==> src/rtl/oled_spi_monitor.sv <==
// oled_spi_monitor: passive sniffer for an OLED SPI link.
// Recovers bytes, decodes window commands and tracks the pixel pointer.
module oled_spi_monitor #(
    parameter int NUM_COL     = 96,
    parameter int NUM_ROW     = 64,
    parameter int SYNC_STAGES = 2
) (
    input  logic       i_CLK,
    input  logic       i_RST,
    input  logic       i_CS,
    input  logic       i_SCK,
    input  logic       i_MOSI,
    input  logic       i_DC,
    input  logic       i_RES,
    output logic [7:0] o_BYTE,
    output logic       o_BYTE_DC,
    output logic       o_BYTE_VALID,
    output logic       o_CMD_VALID,
    output logic       o_PIX_VALID,
    output logic [6:0] o_PIX_X,
    output logic [5:0] o_PIX_Y,
    output logic [7:0] o_PIX_DATA,
    output logic       o_DISPLAY_ON,
    output logic       o_FRAME_ERR
);

    localparam logic [6:0] COL_LAST = 7'(NUM_COL - 1);
    localparam logic [5:0] ROW_LAST = 6'(NUM_ROW - 1);

    typedef enum logic [2:0] {
        IDLE,
        COL_S,
        COL_E,
        ROW_S,
        ROW_E
    } state_t;

    logic [SYNC_STAGES-1:0] cs_sync_q, sck_sync_q, mosi_sync_q;
    logic [SYNC_STAGES-1:0] dc_sync_q, res_sync_q;
    logic cs_s, sck_s, mosi_s, dc_s, res_s;
    logic cs_prev_q, sck_prev_q;
    logic sck_rise, cs_rise, cs_fall;

    logic [2:0] cnt_q, cnt_d;
    logic [7:0] sr_q, sr_d;
    logic       full_q, full_d;
    logic       ferr_q, ferr_d;
    logic [7:0] byte_q, byte_d;
    logic       byte_dc_q, byte_dc_d;
    logic       bv_q, bv_d;

    state_t     state_q, state_d;
    logic [6:0] col_s_q, col_s_d, col_e_q, col_e_d;
    logic [5:0] row_s_q, row_s_d, row_e_q, row_e_d;
    logic [6:0] x_q, x_d;
    logic [5:0] y_q, y_d;
    logic       on_q, on_d;
    logic       cmd_v_q, cmd_v_d;
    logic       pix_v_q, pix_v_d;
    logic [6:0] pix_x_q, pix_x_d;
    logic [5:0] pix_y_q, pix_y_d;
    logic [7:0] pix_d_q, pix_d_d;

    // Input synchronizers; CS and SCK idle high so no false edge after reset
    always_ff @(posedge i_CLK) begin
        if (i_RST) begin
            cs_sync_q   <= '1;
            sck_sync_q  <= '1;
            mosi_sync_q <= '0;
            dc_sync_q   <= '0;
            res_sync_q  <= '0;
            cs_prev_q   <= 1'b1;
            sck_prev_q  <= 1'b1;
        end else begin
            cs_sync_q   <= {cs_sync_q[SYNC_STAGES-2:0], i_CS};
            sck_sync_q  <= {sck_sync_q[SYNC_STAGES-2:0], i_SCK};
            mosi_sync_q <= {mosi_sync_q[SYNC_STAGES-2:0], i_MOSI};
            dc_sync_q   <= {dc_sync_q[SYNC_STAGES-2:0], i_DC};
            res_sync_q  <= {res_sync_q[SYNC_STAGES-2:0], i_RES};
            cs_prev_q   <= cs_s;
            sck_prev_q  <= sck_s;
        end
    end

    assign cs_s     = cs_sync_q[SYNC_STAGES-1];
    assign sck_s    = sck_sync_q[SYNC_STAGES-1];
    assign mosi_s   = mosi_sync_q[SYNC_STAGES-1];
    assign dc_s     = dc_sync_q[SYNC_STAGES-1];
    assign res_s    = res_sync_q[SYNC_STAGES-1];
    assign sck_rise = sck_s & ~sck_prev_q & ~cs_s;
    assign cs_rise  = cs_s & ~cs_prev_q;
    assign cs_fall  = ~cs_s & cs_prev_q;

    // Byte receiver: shift on SCK rise, publish the byte one cycle after bit 8
    always_comb begin
        cnt_d     = cnt_q;
        sr_d      = sr_q;
        full_d    = 1'b0;
        ferr_d    = 1'b0;
        byte_d    = byte_q;
        byte_dc_d = byte_dc_q;
        bv_d      = 1'b0;
        if (full_q) begin
            byte_d    = sr_q;
            byte_dc_d = dc_s;
            bv_d      = 1'b1;
        end
        if (cs_rise) begin
            cnt_d  = 3'd0;
            ferr_d = (cnt_q != 3'd0);
        end else if (cs_fall) begin
            cnt_d = 3'd0;
        end else if (sck_rise) begin
            sr_d   = {sr_q[6:0], mosi_s};
            cnt_d  = cnt_q + 3'd1;
            full_d = (cnt_q == 3'd7);
        end
        if (!res_s) begin
            cnt_d  = 3'd0;
            full_d = 1'b0;
            ferr_d = 1'b0;
            bv_d   = 1'b0;
        end
    end

    // Parser: window commands, display on/off and pixel pointer advance
    always_comb begin
        state_d = state_q;
        col_s_d = col_s_q;
        col_e_d = col_e_q;
        row_s_d = row_s_q;
        row_e_d = row_e_q;
        x_d     = x_q;
        y_d     = y_q;
        on_d    = on_q;
        cmd_v_d = 1'b0;
        pix_v_d = 1'b0;
        pix_x_d = pix_x_q;
        pix_y_d = pix_y_q;
        pix_d_d = pix_d_q;
        if (bv_q) begin
            if (byte_dc_q) begin
                pix_v_d = 1'b1;
                pix_x_d = x_q;
                pix_y_d = y_q;
                pix_d_d = byte_q;
                if (x_q == col_e_q) begin
                    x_d = col_s_q;
                    y_d = (y_q == row_e_q) ? row_s_q : y_q + 6'd1;
                end else begin
                    x_d = x_q + 7'd1;
                end
            end else begin
                cmd_v_d = 1'b1;
                unique case (state_q)
                    IDLE: begin
                        if (byte_q == 8'h15) begin
                            state_d = COL_S;
                        end else if (byte_q == 8'h75) begin
                            state_d = ROW_S;
                        end else if (byte_q == 8'hAF) begin
                            on_d = 1'b1;
                        end else if (byte_q == 8'hAE) begin
                            on_d = 1'b0;
                        end
                    end
                    COL_S: begin
                        col_s_d = byte_q[6:0];
                        state_d = COL_E;
                    end
                    COL_E: begin
                        col_e_d = byte_q[6:0];
                        x_d     = col_s_q;
                        state_d = IDLE;
                    end
                    ROW_S: begin
                        row_s_d = byte_q[5:0];
                        state_d = ROW_E;
                    end
                    ROW_E: begin
                        row_e_d = byte_q[5:0];
                        y_d     = row_s_q;
                        state_d = IDLE;
                    end
                    default: state_d = IDLE;
                endcase
            end
        end
        if (!res_s) begin
            state_d = IDLE;
            col_s_d = 7'd0;
            col_e_d = COL_LAST;
            row_s_d = 6'd0;
            row_e_d = ROW_LAST;
            x_d     = 7'd0;
            y_d     = 6'd0;
            on_d    = 1'b0;
            cmd_v_d = 1'b0;
            pix_v_d = 1'b0;
        end
    end

    // State register for receiver and parser
    always_ff @(posedge i_CLK) begin
        if (i_RST) begin
            cnt_q     <= 3'd0;
            sr_q      <= 8'd0;
            full_q    <= 1'b0;
            ferr_q    <= 1'b0;
            byte_q    <= 8'd0;
            byte_dc_q <= 1'b0;
            bv_q      <= 1'b0;
            state_q   <= IDLE;
            col_s_q   <= 7'd0;
            col_e_q   <= COL_LAST;
            row_s_q   <= 6'd0;
            row_e_q   <= ROW_LAST;
            x_q       <= 7'd0;
            y_q       <= 6'd0;
            on_q      <= 1'b0;
            cmd_v_q   <= 1'b0;
            pix_v_q   <= 1'b0;
            pix_x_q   <= 7'd0;
            pix_y_q   <= 6'd0;
            pix_d_q   <= 8'd0;
        end else begin
            cnt_q     <= cnt_d;
            sr_q      <= sr_d;
            full_q    <= full_d;
            ferr_q    <= ferr_d;
            byte_q    <= byte_d;
            byte_dc_q <= byte_dc_d;
            bv_q      <= bv_d;
            state_q   <= state_d;
            col_s_q   <= col_s_d;
            col_e_q   <= col_e_d;
            row_s_q   <= row_s_d;
            row_e_q   <= row_e_d;
            x_q       <= x_d;
            y_q       <= y_d;
            on_q      <= on_d;
            cmd_v_q   <= cmd_v_d;
            pix_v_q   <= pix_v_d;
            pix_x_q   <= pix_x_d;
            pix_y_q   <= pix_y_d;
            pix_d_q   <= pix_d_d;
        end
    end

    assign o_BYTE       = byte_q;
    assign o_BYTE_DC    = byte_dc_q;
    assign o_BYTE_VALID = bv_q;
    assign o_CMD_VALID  = cmd_v_q;
    assign o_PIX_VALID  = pix_v_q;
    assign o_PIX_X      = pix_x_q;
    assign o_PIX_Y      = pix_y_q;
    assign o_PIX_DATA   = pix_d_q;
    assign o_DISPLAY_ON = on_q;
    assign o_FRAME_ERR  = ferr_q;

endmodule

==> config.mk <==
export PLATFORM = sky130hd
export DESIGN_NAME = oled_spi_monitor
export DESIGN_NICKNAME = d
export VERILOG_FILES = /design/src/rtl/oled_spi_monitor.sv
export SDC_FILE = /design/constraint.sdc
export NUM_CORES = 1
export LEC_CHECK = 0
export ABC_AREA = 1
export BUFFER_PORTS_ARGS = -buffer_cell sky130_fd_sc_hd__buf_4
export CAP_MARGIN = 0
export CORE_AREA = 2 2 122 124
export DETAILED_ROUTE_END_ITERATION = 12
export DIE_AREA = 0 0 124 126
export PLACE_DENSITY_LB_ADDON = 0.15
export SLEW_MARGIN = 40
export SYNTH_ARGS = -nofsm -noshare
export SYNTH_HDL_FRONTEND = slang
export SYNTH_SLANG_ARGS = --single-unit
==> constraint.sdc <==
create_clock -name i_CLK -period 1.5 [get_ports i_CLK]
set_clock_uncertainty 0.1 [all_clocks]
set_input_delay 0.45 -clock i_CLK [delete_from_list [all_inputs] [get_ports i_CLK]]
set_output_delay 0.45 -clock i_CLK [all_outputs]
set_load 0.005 [all_outputs]
==> impl_metrics.json <==
{
  "outcome": "finished with violations",
  "failed_checks": "negative setup slack",
  "r2r.worst_path.cells": 9,
  "cts_tree": "yes",
  "place_ws_ns": -0.1018,
  "ys_ff_latch": 101,
  "worstPathArrival_ns": 1.67,
  "fmax_mhz": 658.0,
  "via_per_inst": 4.587,
  "synthToLayoutAreaGrowth_pct": 41.98,
  "hold_buffers": 0,
  "avgRoutedWirePerCell_um": 14.24,
  "whs_path_depth": 2,
  "dr_total_vias": 3894,
  "clkSlewWorstSetupHoldPaths_ns": 0.07,
  "place_area_um2": 5219,
  "drive_gt1_frac": 0.3850,
  "die_y_um": 126,
  "hold_path_class": "input pin to flop",
  "synth-main-ff-cell": "dfxtp_1",
  "die-area_um2": 15620,
  "path_cells": "xnor2_2 -> nand2_2 -> nor2_4 -> nand2_4 -> o21bai_4 -> buf_12 -> nand2_2 -> nor2_1 -> nor2_1",
  "synthTopCellsByArea": "dfxtp_1 (48%), a21oi_1 (6.8%), nand2_1 (6.7%), o21ai_0 (6.2%), nor2_1 (5.7%)",
  "drv_cap": 0,
  "timing.final.ws_setup_ns": -0.01980,
  "critPathCaptureType": "flop",
  "initial_utilization": 0.2932,
  "dpl.hpwl_mm": 8.331,
  "slowest_stage": "dfxtp_4",
  "yosysTopAreaCell": "dfxtp_1",
  "async_flop_share": 0,
  "nNetsFinal": 674,
  "power_density_nw_per_um2": 866.4,
  "ys_warn_count": 0,
  "period_needed_ns": 1.520,
  "clkSinkCount": 101,
  "drc": 0,
  "routabilityCongestion": 0.8304,
  "yosysSeqAreaShare": 0.4818,
  "cts_buffers": 9,
  "setup_violations": 5,
  "grtUsageTotal": 0.1544,
  "post_synth.cell_area_avg_um2": 7.714,
  "grt_overflow": 0,
  "fp-row-count": 44,
  "fp.coreArea_um2": 14310,
  "min_to": "sck_sync_q[0]",
  "crit_type": "flop to flop",
  "cp.required_ns": 1.65,
  "cp-start-kind": "flop",
  "diodes": 0,
  "synthCells": 544,
  "r2r_slack_ns": -0.02,
  "fin_area_um2": 5958,
  "utilization": 0.4163,
  "fillers": 1481,
  "drt_first_pass_iters": 4,
  "clock_latency_ns": 0.35,
  "synth_area_um2": 4197,
  "yosys.area.top_type_share": 0.4818,
  "grt_pass1_wl_mm": 18.48,
  "min_from": "i_SCK",
  "p_leak_uw": 0.002576,
  "grt_max_degree": 31,
  "die_x_um": 124,
  "cts.path.max_buffers": 2,
  "hold_viol": 0,
  "finalPower_uw": 5162,
  "synth.distinct_cells": 39,
  "wl_mm": 12.09,
  "rsz0062_at_grt": "true",
  "max_slew_margin": 0.6840,
  "io_buffer_count": 41,
  "max_stage_delay_ns": 0.37,
  "worst-path-max-fanout": 6,
  "ir_drop_uv": 480.4,
  "drv_slew": 0,
  "synth_fp_nets": 558,
  "root_buffer": "clkbuf_16",
  "fin_crit_sh": 1.013,
  "ioPinCount": 42,
  "synth_edf_count": 0,
  "worst_pin_slew_ns": 0.4734,
  "grt_pass1_vias": 3669,
  "postRouteAntennaNets": 0,
  "worstReg2RegEnd": "y_q[1]",
  "initialDrtViolationCount": 163,
  "antenna_found_initial": 0,
  "r2r-start": "x_q[1]",
  "h-tree-depth": 3
}
sequential cells by signal (all words and copies together), names as in the netlist, 3 cells and up:
signal	cells
y_q	6
row_s_q	6
o_BYTE	8
sr_q	8
cnt_q	3
o_PIX_Y	6
row_e_q	6
col_s_q	7
o_PIX_X	7
col_e_q	7
o_PIX_DATA	8
state_q	3
x_q	7
Yosys cell counts, types with 2 or more instances:
cell and n:
a21oi_1 57, o21bai_4 2, ha_1 7, nor2_2 8
inv_2 11, clkbuf_1 12, xor2_1 10, or2_2 5
nand4_1 4, nor2_1 64, buf_2 3, o21ai_1 17
nand2_1 75, inv_1 54, a211oi_1 2, o21ai_0 52
nand2_2 6, dfxtp_1 101, clkinv_1 4, nand3_1 24
nand3b_1 2, o211ai_1 3, nor3_1 5
power by group:
part,switching [µW],internal [µW]
registers,4.69,2680
clock network,1040,1340
logic,52.8,38.2
total,1100,4060
through the flow:
step           hold slack, ns  setup TNS, ns  instances
5_1_grt                0.1761         -1.336        849
2_1_floorplan          0.2883              0        544
3_5_place_dp           0.2973        -0.4978        820
3_3_place_gp           0.2956        -0.3335        820
6_report               0.1804       -0.04723        849
4_1_cts                0.1688        -0.1669        841
worst max path at each step:
stage / start / depth (start not counted) / endpoint
floorplan: o_BYTE_DC / 8 / y_q[4]
global placement: x_q[1] / 8 / y_q[1]
detailed placement: x_q[1] / 8 / y_q[0]
CTS: x_q[6] / 12 / y_q[0]
global route: x_q[5] / 11 / y_q[1]
finish: x_q[1] / 9 / y_q[1]
per-layer routing:
metal  part of all wire  global-route usage  wire [µm]
met2               0.47              0.2411       5710
met1               0.48              0.2081       5831
met4              0.018             0.06808        216
met5                  0                   0          0
met3              0.028             0.02672        334
critical path, delay by kind of cell (launching register included):
family,cells,cell delay (ns)
AND/OR/NAND/NOR,6,0.46
flip-flops,1,0.37
buffers and inverters,1,0.15
AO/OA/AOI/OAI,1,0.17
XOR/XNOR,1,0.18
logic make-up after synthesis:
group                      after synthesis  synth area share
and+or+nand+nor                        199            0.2135
buffers and inverters                   88           0.08348
adders and majority gates                7           0.02087
DFF                                    101            0.4818
xor gates and xnor gates                11           0.02296
AOI/OAI and AO/OA                      138            0.1774
area by class of cell:
class	count	area [µm²]	area share
Clock buffer	11	242.7	0.04074
Clock inverter	5	60.06	0.01008
Inverter	69	267.8	0.04494
Multi-Input combinational cell	356	2037	0.3419
Sequential cell	101	2076	0.3484
Tap cell	184	230.2	0.03864
Timing Repair Buffer	122	1037	0.1741
Timing Repair inverter	1	7.507	0.001260
timing repair:
action | 4_1_cts | 5_1_grt
pin swaps | 10 | 29
cloned | 1 | 3
resized for setup | 29 | 88
setup buffers | 7 | 7
setup endpoints to repair | 20 | 49
cells in the final DEF, fill, tap and decap left out, types with 5 or more instances in the layout:
master      instances
a21oi_1            55
buf_12              6
buf_4             102
buf_6              13
clkbuf_16           9
clkinvlp_4          6
dfxtp_1            72
dfxtp_2            22
dfxtp_4             7
ha_1                7
inv_1              46
inv_2              16
nand2_1            57
nand2_2            22
nand3_1            22
nor2_1             57
nor2_2              9
nor2_4              7
o21ai_0            51
o21ai_1            13
o21ai_2             5
xor2_1             10
Power figures use the tool's default switching activity.
